==> src/rtl/synth_pkg.sv <==
// Shared types, widths and helpers for the wavetable voice scheduler.
package synth_pkg;

   typedef enum logic [1:0] {IDLE, ISSUE, DRAIN, DONE} sched_state_t;

   localparam int WT_ADDR_W   = 9;
   localparam int WT_SAMPLE_W = 24;
   localparam int RATE_W      = 24;

   function automatic int mix_width(input int n);
      return WT_SAMPLE_W + $clog2(n);
   endfunction

endpackage

==> src/rtl/voice_phase_counter.sv <==
// Per-voice phase accumulator: steps the wavetable index once every rate+1 cycles while gated on.
module voice_phase_counter #(
   parameter int ADDR_W = synth_pkg::WT_ADDR_W,
   parameter int RATE_W = synth_pkg::RATE_W
) (
   input  logic              clk_in,
   input  logic              rst_n_in,
   input  logic              note_on_in,
   input  logic [RATE_W-1:0] rate_in,
   output logic [ADDR_W-1:0] index_out
);

   logic [RATE_W-1:0] count_q, count_d;
   logic [ADDR_W-1:0] index_q, index_d;

   // Index wraps naturally at the table size because it is exactly ADDR_W bits.
   always_comb begin
      count_d = count_q + RATE_W'(1);
      index_d = index_q;
      if (!note_on_in) begin
         count_d = '0;
         index_d = '0;
      end else if (count_q >= rate_in) begin
         count_d = '0;
         index_d = index_q + ADDR_W'(1);
      end
   end

   always_ff @(posedge clk_in or negedge rst_n_in) begin
      if (!rst_n_in) begin
         count_q <= '0;
         index_q <= '0;
      end else begin
         count_q <= count_d;
         index_q <= index_d;
      end
   end

   assign index_out = index_q;

endmodule

==> src/rtl/wavetable_voice_scheduler.sv <==
// Shares one pipelined wavetable read port among NUM_VOICES voices and sums
// one sample per active voice on every audio sample tick.
module wavetable_voice_scheduler #(
   parameter int NUM_VOICES  = 4,
   parameter int SAMPLE_W    = synth_pkg::WT_SAMPLE_W,
   parameter int ADDR_W      = synth_pkg::WT_ADDR_W,
   parameter int RATE_W      = synth_pkg::RATE_W,
   parameter int RAM_LATENCY = 2
) (
   input  logic                                   clk_in,
   input  logic                                   rst_n_in,
   input  logic [NUM_VOICES-1:0]                  note_on_in,
   input  logic [NUM_VOICES*RATE_W-1:0]           playback_rate_in,
   input  logic                                   sample_tick_in,
   output logic [ADDR_W-1:0]                      ram_addr_out,
   output logic                                   ram_en_out,
   input  logic [SAMPLE_W-1:0]                    ram_data_in,
   output logic [SAMPLE_W+$clog2(NUM_VOICES)-1:0] mix_out,
   output logic                                   mix_valid_out,
   output logic                                   busy_out,
   output logic                                   overrun_out
);
   import synth_pkg::*;

   localparam int MIX_W = SAMPLE_W + $clog2(NUM_VOICES);
   localparam int VP_W  = $clog2(NUM_VOICES);
   localparam int DR_W  = $clog2(RAM_LATENCY + 1);

   sched_state_t           state_q;
   logic [VP_W-1:0]        voice_q;
   logic [DR_W-1:0]        drain_q;
   logic [RAM_LATENCY-1:0] tag_q;
   logic [MIX_W-1:0]       acc_q;
   logic [MIX_W-1:0]       mix_q;
   logic                   mix_valid_q;
   logic                   overrun_q;
   logic [ADDR_W-1:0]      index [NUM_VOICES];
   logic                   issue_tag;
   logic [MIX_W-1:0]       sample_ext;

   for (genvar g = 0; g < NUM_VOICES; g++) begin : g_voice
      voice_phase_counter #(
         .ADDR_W (ADDR_W),
         .RATE_W (RATE_W)
      ) u_phase (
         .clk_in     (clk_in),
         .rst_n_in   (rst_n_in),
         .note_on_in (note_on_in[g]),
         .rate_in    (playback_rate_in[g*RATE_W +: RATE_W]),
         .index_out  (index[g])
      );
   end

   // Each voice's gate and index are taken live in its own ISSUE slot.
   always_comb begin
      ram_addr_out = '0;
      ram_en_out   = 1'b0;
      issue_tag    = 1'b0;
      if (state_q == ISSUE) begin
         ram_addr_out = index[voice_q];
         ram_en_out   = note_on_in[voice_q];
         issue_tag    = note_on_in[voice_q];
      end
   end

   assign sample_ext = {{(MIX_W-SAMPLE_W){ram_data_in[SAMPLE_W-1]}}, ram_data_in};

   always_ff @(posedge clk_in or negedge rst_n_in) begin
      if (!rst_n_in) begin
         state_q     <= IDLE;
         voice_q     <= '0;
         drain_q     <= '0;
         tag_q       <= '0;
         acc_q       <= '0;
         mix_q       <= '0;
         mix_valid_q <= 1'b0;
         overrun_q   <= 1'b0;
      end else begin
         mix_valid_q <= 1'b0;
         // Tag leaves the shift register in the same cycle its read data returns.
         tag_q <= RAM_LATENCY'({tag_q, issue_tag});
         if (tag_q[RAM_LATENCY-1]) acc_q <= acc_q + sample_ext;
         if (sample_tick_in && (state_q != IDLE)) overrun_q <= 1'b1;
         case (state_q)
            IDLE: begin
               if (sample_tick_in) begin
                  acc_q   <= '0;
                  voice_q <= '0;
                  state_q <= ISSUE;
               end
            end
            ISSUE: begin
               voice_q <= voice_q + VP_W'(1);
               if (voice_q == VP_W'(NUM_VOICES-1)) begin
                  drain_q <= '0;
                  state_q <= DRAIN;
               end
            end
            DRAIN: begin
               drain_q <= drain_q + DR_W'(1);
               if (drain_q == DR_W'(RAM_LATENCY-1)) state_q <= DONE;
            end
            DONE: begin
               mix_q       <= acc_q;
               mix_valid_q <= 1'b1;
               state_q     <= IDLE;
            end
            default: state_q <= IDLE;
         endcase
      end
   end

   assign mix_out       = mix_q;
   assign mix_valid_out = mix_valid_q;
   assign busy_out      = (state_q != IDLE);
   assign overrun_out   = overrun_q;

endmodule

==> config.mk <==
export PLATFORM = sky130hd
export DESIGN_NAME = wavetable_voice_scheduler
export DESIGN_NICKNAME = d
export VERILOG_FILES = /design/src/rtl/synth_pkg.sv /design/src/rtl/voice_phase_counter.sv /design/src/rtl/wavetable_voice_scheduler.sv
export SDC_FILE = /design/constraint.sdc
export NUM_CORES = 1
export LEC_CHECK = 0
export BUFFER_PORTS_ARGS = -buffer_cell sky130_fd_sc_hd__buf_2
export CORE_MARGIN = 2
export CORE_UTILIZATION = 45
export CTS_CLUSTER_SIZE = 14
export DETAILED_ROUTE_END_ITERATION = 7
export GPL_TIMING_DRIVEN = 0
export PLACE_DENSITY_LB_ADDON = 0.25
export SLEW_MARGIN = 15
export SYNTH_ARGS = -nofsm -noshare
export SYNTH_HDL_FRONTEND = slang
export SYNTH_HIERARCHICAL = 1
export SYNTH_SLANG_ARGS = --single-unit
==> constraint.sdc <==
create_clock -name clk_in -period 6.9 [get_ports clk_in]
set_input_delay 0 -clock clk_in [delete_from_list [all_inputs] [get_ports clk_in]]
set_output_delay 0 -clock clk_in [all_outputs]
set_load 0.02 [all_outputs]
==> impl_metrics.tcl <==
set metrics [dict create \
    status "completed" \
    setup_viol 0 \
    r2r-start "acc_q[6]" \
    r2r_slack_ns 4.33 \
    dp_hpwl_um 22500 \
    io_buffers 165 \
    fill_cells 2773 \
    ys_warn_count 6 \
    drt-total-wl_um 29100 \
    use_met3_pct 2.43 \
    areaGrowthSynthToFinish_pct 15.6 \
    vdd_drop_max_uv 184 \
    timing.slew.headroom_pct 53.7 \
    crit_type "reg -> reg" \
    rows 63 \
    nets 1885 \
    io_pins 166 \
    grt_pass1_wl_um 48800 \
    rsz0062_at_grt "no" \
    tns_ns 0 \
    synth.avg_cell_area_sq_um 9.36 \
    post_drt_wl_per_cell_um 14.4 \
    use_met1_pct 26.1 \
    register_area_sq_um 4850 \
    period_share_pct 37.2 \
    core_area_sq_um 29500 \
    drtAntennaViolNets 0 \
    power_leakage_nw 7.49 \
    die_x_um 176 \
    grt_max_degree 82 \
    grtUsageTotal_pct 19.2 \
    grt_pass1_vias 10066 \
    crit_path_start_kind "flip-flop" \
    multi_input_area_sq_um 7780 \
    post-cts-setup-buffers 0 \
    ys.flop_type "dfrtp_1" \
    rr_endpoint "acc_q[23]" \
    start_util_pct 45.4 \
    synth_seq_cells 194 \
    synth_seq_area_share_pct 36.3 \
    drive_above_1_share_pct 19.4 \
    netlist_area_sq_um 13400 \
    post-route-min-period_ns 2.57 \
    hp-class "in -> async" \
    fin_worst_skew_ns 0.0163 \
    finalMaxSlewViolations 0 \
    final_util_pct 52.4 \
    cp.arrival_ns 2.89 \
    grtUsageMet2_pct 32.5 \
    clk_latency_ns 0.44 \
    drv_cap 0 \
    routabilityCongestion 0.870 \
    reg2regPathDepth 8 \
    cts_tree "done" \
    busiest_layer "met2" \
    die_height_um 176 \
    clk_pin_slew_ns 0.08 \
    avgViaCountPerCell 5.20 \
    synth_edf_count 0 \
    cts_max_path_buffers 2 \
    drc 0 \
    clock-root-buffer "clkbuf_16" \
    cts.sinks 194 \
    required_ns 7.22 \
    antenna_found_initial 1 \
    cellPowerDensity_nw_per_um2 237 \
    stdcell_area_sq_um 15500 \
    timing.fmax_mhz 390 \
    synth.net_count 1691 \
    finalHoldViolCount 0 \
    first_pass_iters 6 \
    tightest_slew_ns 0.694 \
    numCtsBuffers 17 \
    htreeDepth 4 \
    syn_inst 1428 \
    holdWs_ns 0.0308 \
    synthArstFlopShare_pct 100 \
    drt-initial-drc-count 568 \
    synthDistinctLibCells 66 \
    gr-total-overflow 0 \
    endpoint_kind "flip-flop" \
    vias 10538 \
    crit_path_max_fanout 7 \
    dieArea_sq_um 31100 \
    place_area_sq_um 14800 \
]
==> sequential cells by signal, indices dropped and copies added, names as in the netlist <==
register	flops
mix_out	26
tag_q	2
voice_q	2
overrun_out	1
state_q	2
g_voice.u_phase/count_q	96
mix_valid_out	1
g_voice.u_phase/index_out	36
drain_q	2
acc_q	26
==> worst max-delay path by stage <==
stage,from,endpoint
global route,acc_q[0],acc_q[14]
finish,acc_q[6],acc_q[23]
floorplan,acc_q[17],acc_q[24]
CTS,acc_q[0],acc_q[14]
global placement,rst_n_in,mix_out[25]
detailed placement,acc_q[6],acc_q[23]
==> kinds of logic after synthesis <==
logic type	share of synthesized area (%)
simple gates	19.7
compound gates	12.0
flops	36.3
buf+inv	5.52
fa+ha+maj	12.8
xor+xnor	6.88
mux	6.88
==> cell type report <==
type,count,area share [%]
multi-input cells,1062,50.3
clock inverters,13,1.08
flip-flops and latches,194,31.4
repair buffers,175,6.28
diodes,1,0.0162
inverters,133,3.23
well taps,390,3.16
plain buffers,39,1.55
clock buffers,19,2.93
==> cell usage in the layout, fill, tap and decap left out, types with 39 or more instances in the layout <==
cell type and instances:
nand3_1 59, nand4_1 41, nor2_1 150, o21ai_0 47, inv_1 133, xor2_1 56, nand2_1 124, xnor2_1 49
buf_2 174, dfrtp_1 194, ha_1 135, mux2i_1 39, a21oi_1 92
==> Yosys cell counts, types with 4 or more instances <==
library cell / instances / area share [%]
dfrtp_1: 194 / 36
nor2_1: 150 / 4.2
ha_1: 135 / 13
inv_1: 133 / 3.7
nand2_1: 124 / 3.5
a21oi_1: 92 / 3.4
nand3_1: 59 / 2.2
xor2_1: 56 / 3.7
xnor2_1: 49 / 3.2
o21ai_0: 47 / 1.8
nand4_1: 41 / 1.9
mux2i_1: 39 / 2.9
nand2b_1: 28 / 1.3
mux2_2: 26 / 2.2
and2_1: 18 / 0.84
nor3_1: 16 / 0.60
and3_1: 15 / 0.70
clkbuf_1: 15 / 0.42
o21a_1: 14 / 0.79
a211oi_1: 13 / 0.73
and4_1: 13 / 0.85
nor2_2: 12 / 0.56
buf_2: 10 / 0.37
mux4_2: 10 / 1.7
buf_6: 9 / 0.76
a21o_1: 8 / 0.45
o21ai_1: 7 / 0.26
a21boi_0: 5 / 0.28
a21oi_2: 5 / 0.33
a31o_2: 5 / 0.33
a2111oi_4: 4 / 0.82
a31oi_4: 4 / 0.64
nand2b_4: 4 / 0.41
nand3_4: 4 / 0.52
nand4_2: 4 / 0.37
nor3b_2: 4 / 0.37
nor4_1: 4 / 0.19
nor4_4: 4 / 0.64
o211ai_1: 4 / 0.22
o2bb2ai_1: 4 / 0.26
o31ai_2: 4 / 0.37
==> power by group <==
group          leakage, nW  switching, mW  internal (mW)
sequential            2.64          0.102           1.28
clock                0.302          0.481          0.569
combinational         4.55          0.715          0.518
==> metrics by stage <==
| stage | worst slack [ns] | total power, mW | cells |
|---|---|---|---|
| 4_1_cts | 4.33 | 3.71 | 2025 |
| 3_3_place_gp | 2.38 | 2.61 | 1983 |
| 3_5_place_dp | 4.37 | 2.64 | 1985 |
| 2_1_floorplan | 4.67 | 2.28 | 1428 |
| 5_1_grt | 4.06 | 3.91 | 2026 |
| 6_report | 4.33 | 3.67 | 2026 |
==> critical path, stage by stage (launching register included) <==
cell and delay, ns:
dfrtp_1 0.40, ha_1 0.38, a2111oi_0 0.44, o21ai_1 0.24, a21oi_1 0.36, o31a_1 0.29, o21ai_1 0.11, xnor2_1 0.16
o21ai_1 0.07
==> layer usage <==
| layer | vias up | wire [um] | share of wire (%) |
|---|---|---|---|
| met5 | - | 0 | 0 |
| met3 | 25 | 895 | 3.1 |
| met1 | 4991 | 13800 | 47 |
| met2 | 177 | 14000 | 48 |
| li1 | 5345 | - | - |
| met4 | 0 | 405 | 1.4 |
==> what timing repair did <==
action                                  4_1_cts  5_1_grt
endpoints found under the hold margin       154        0
gates resized for setup                       0        0
hold buffers                                  8        0
endpoints found under the setup margin        0        0
No activity file was read; power rests on OpenSTA's default activity.
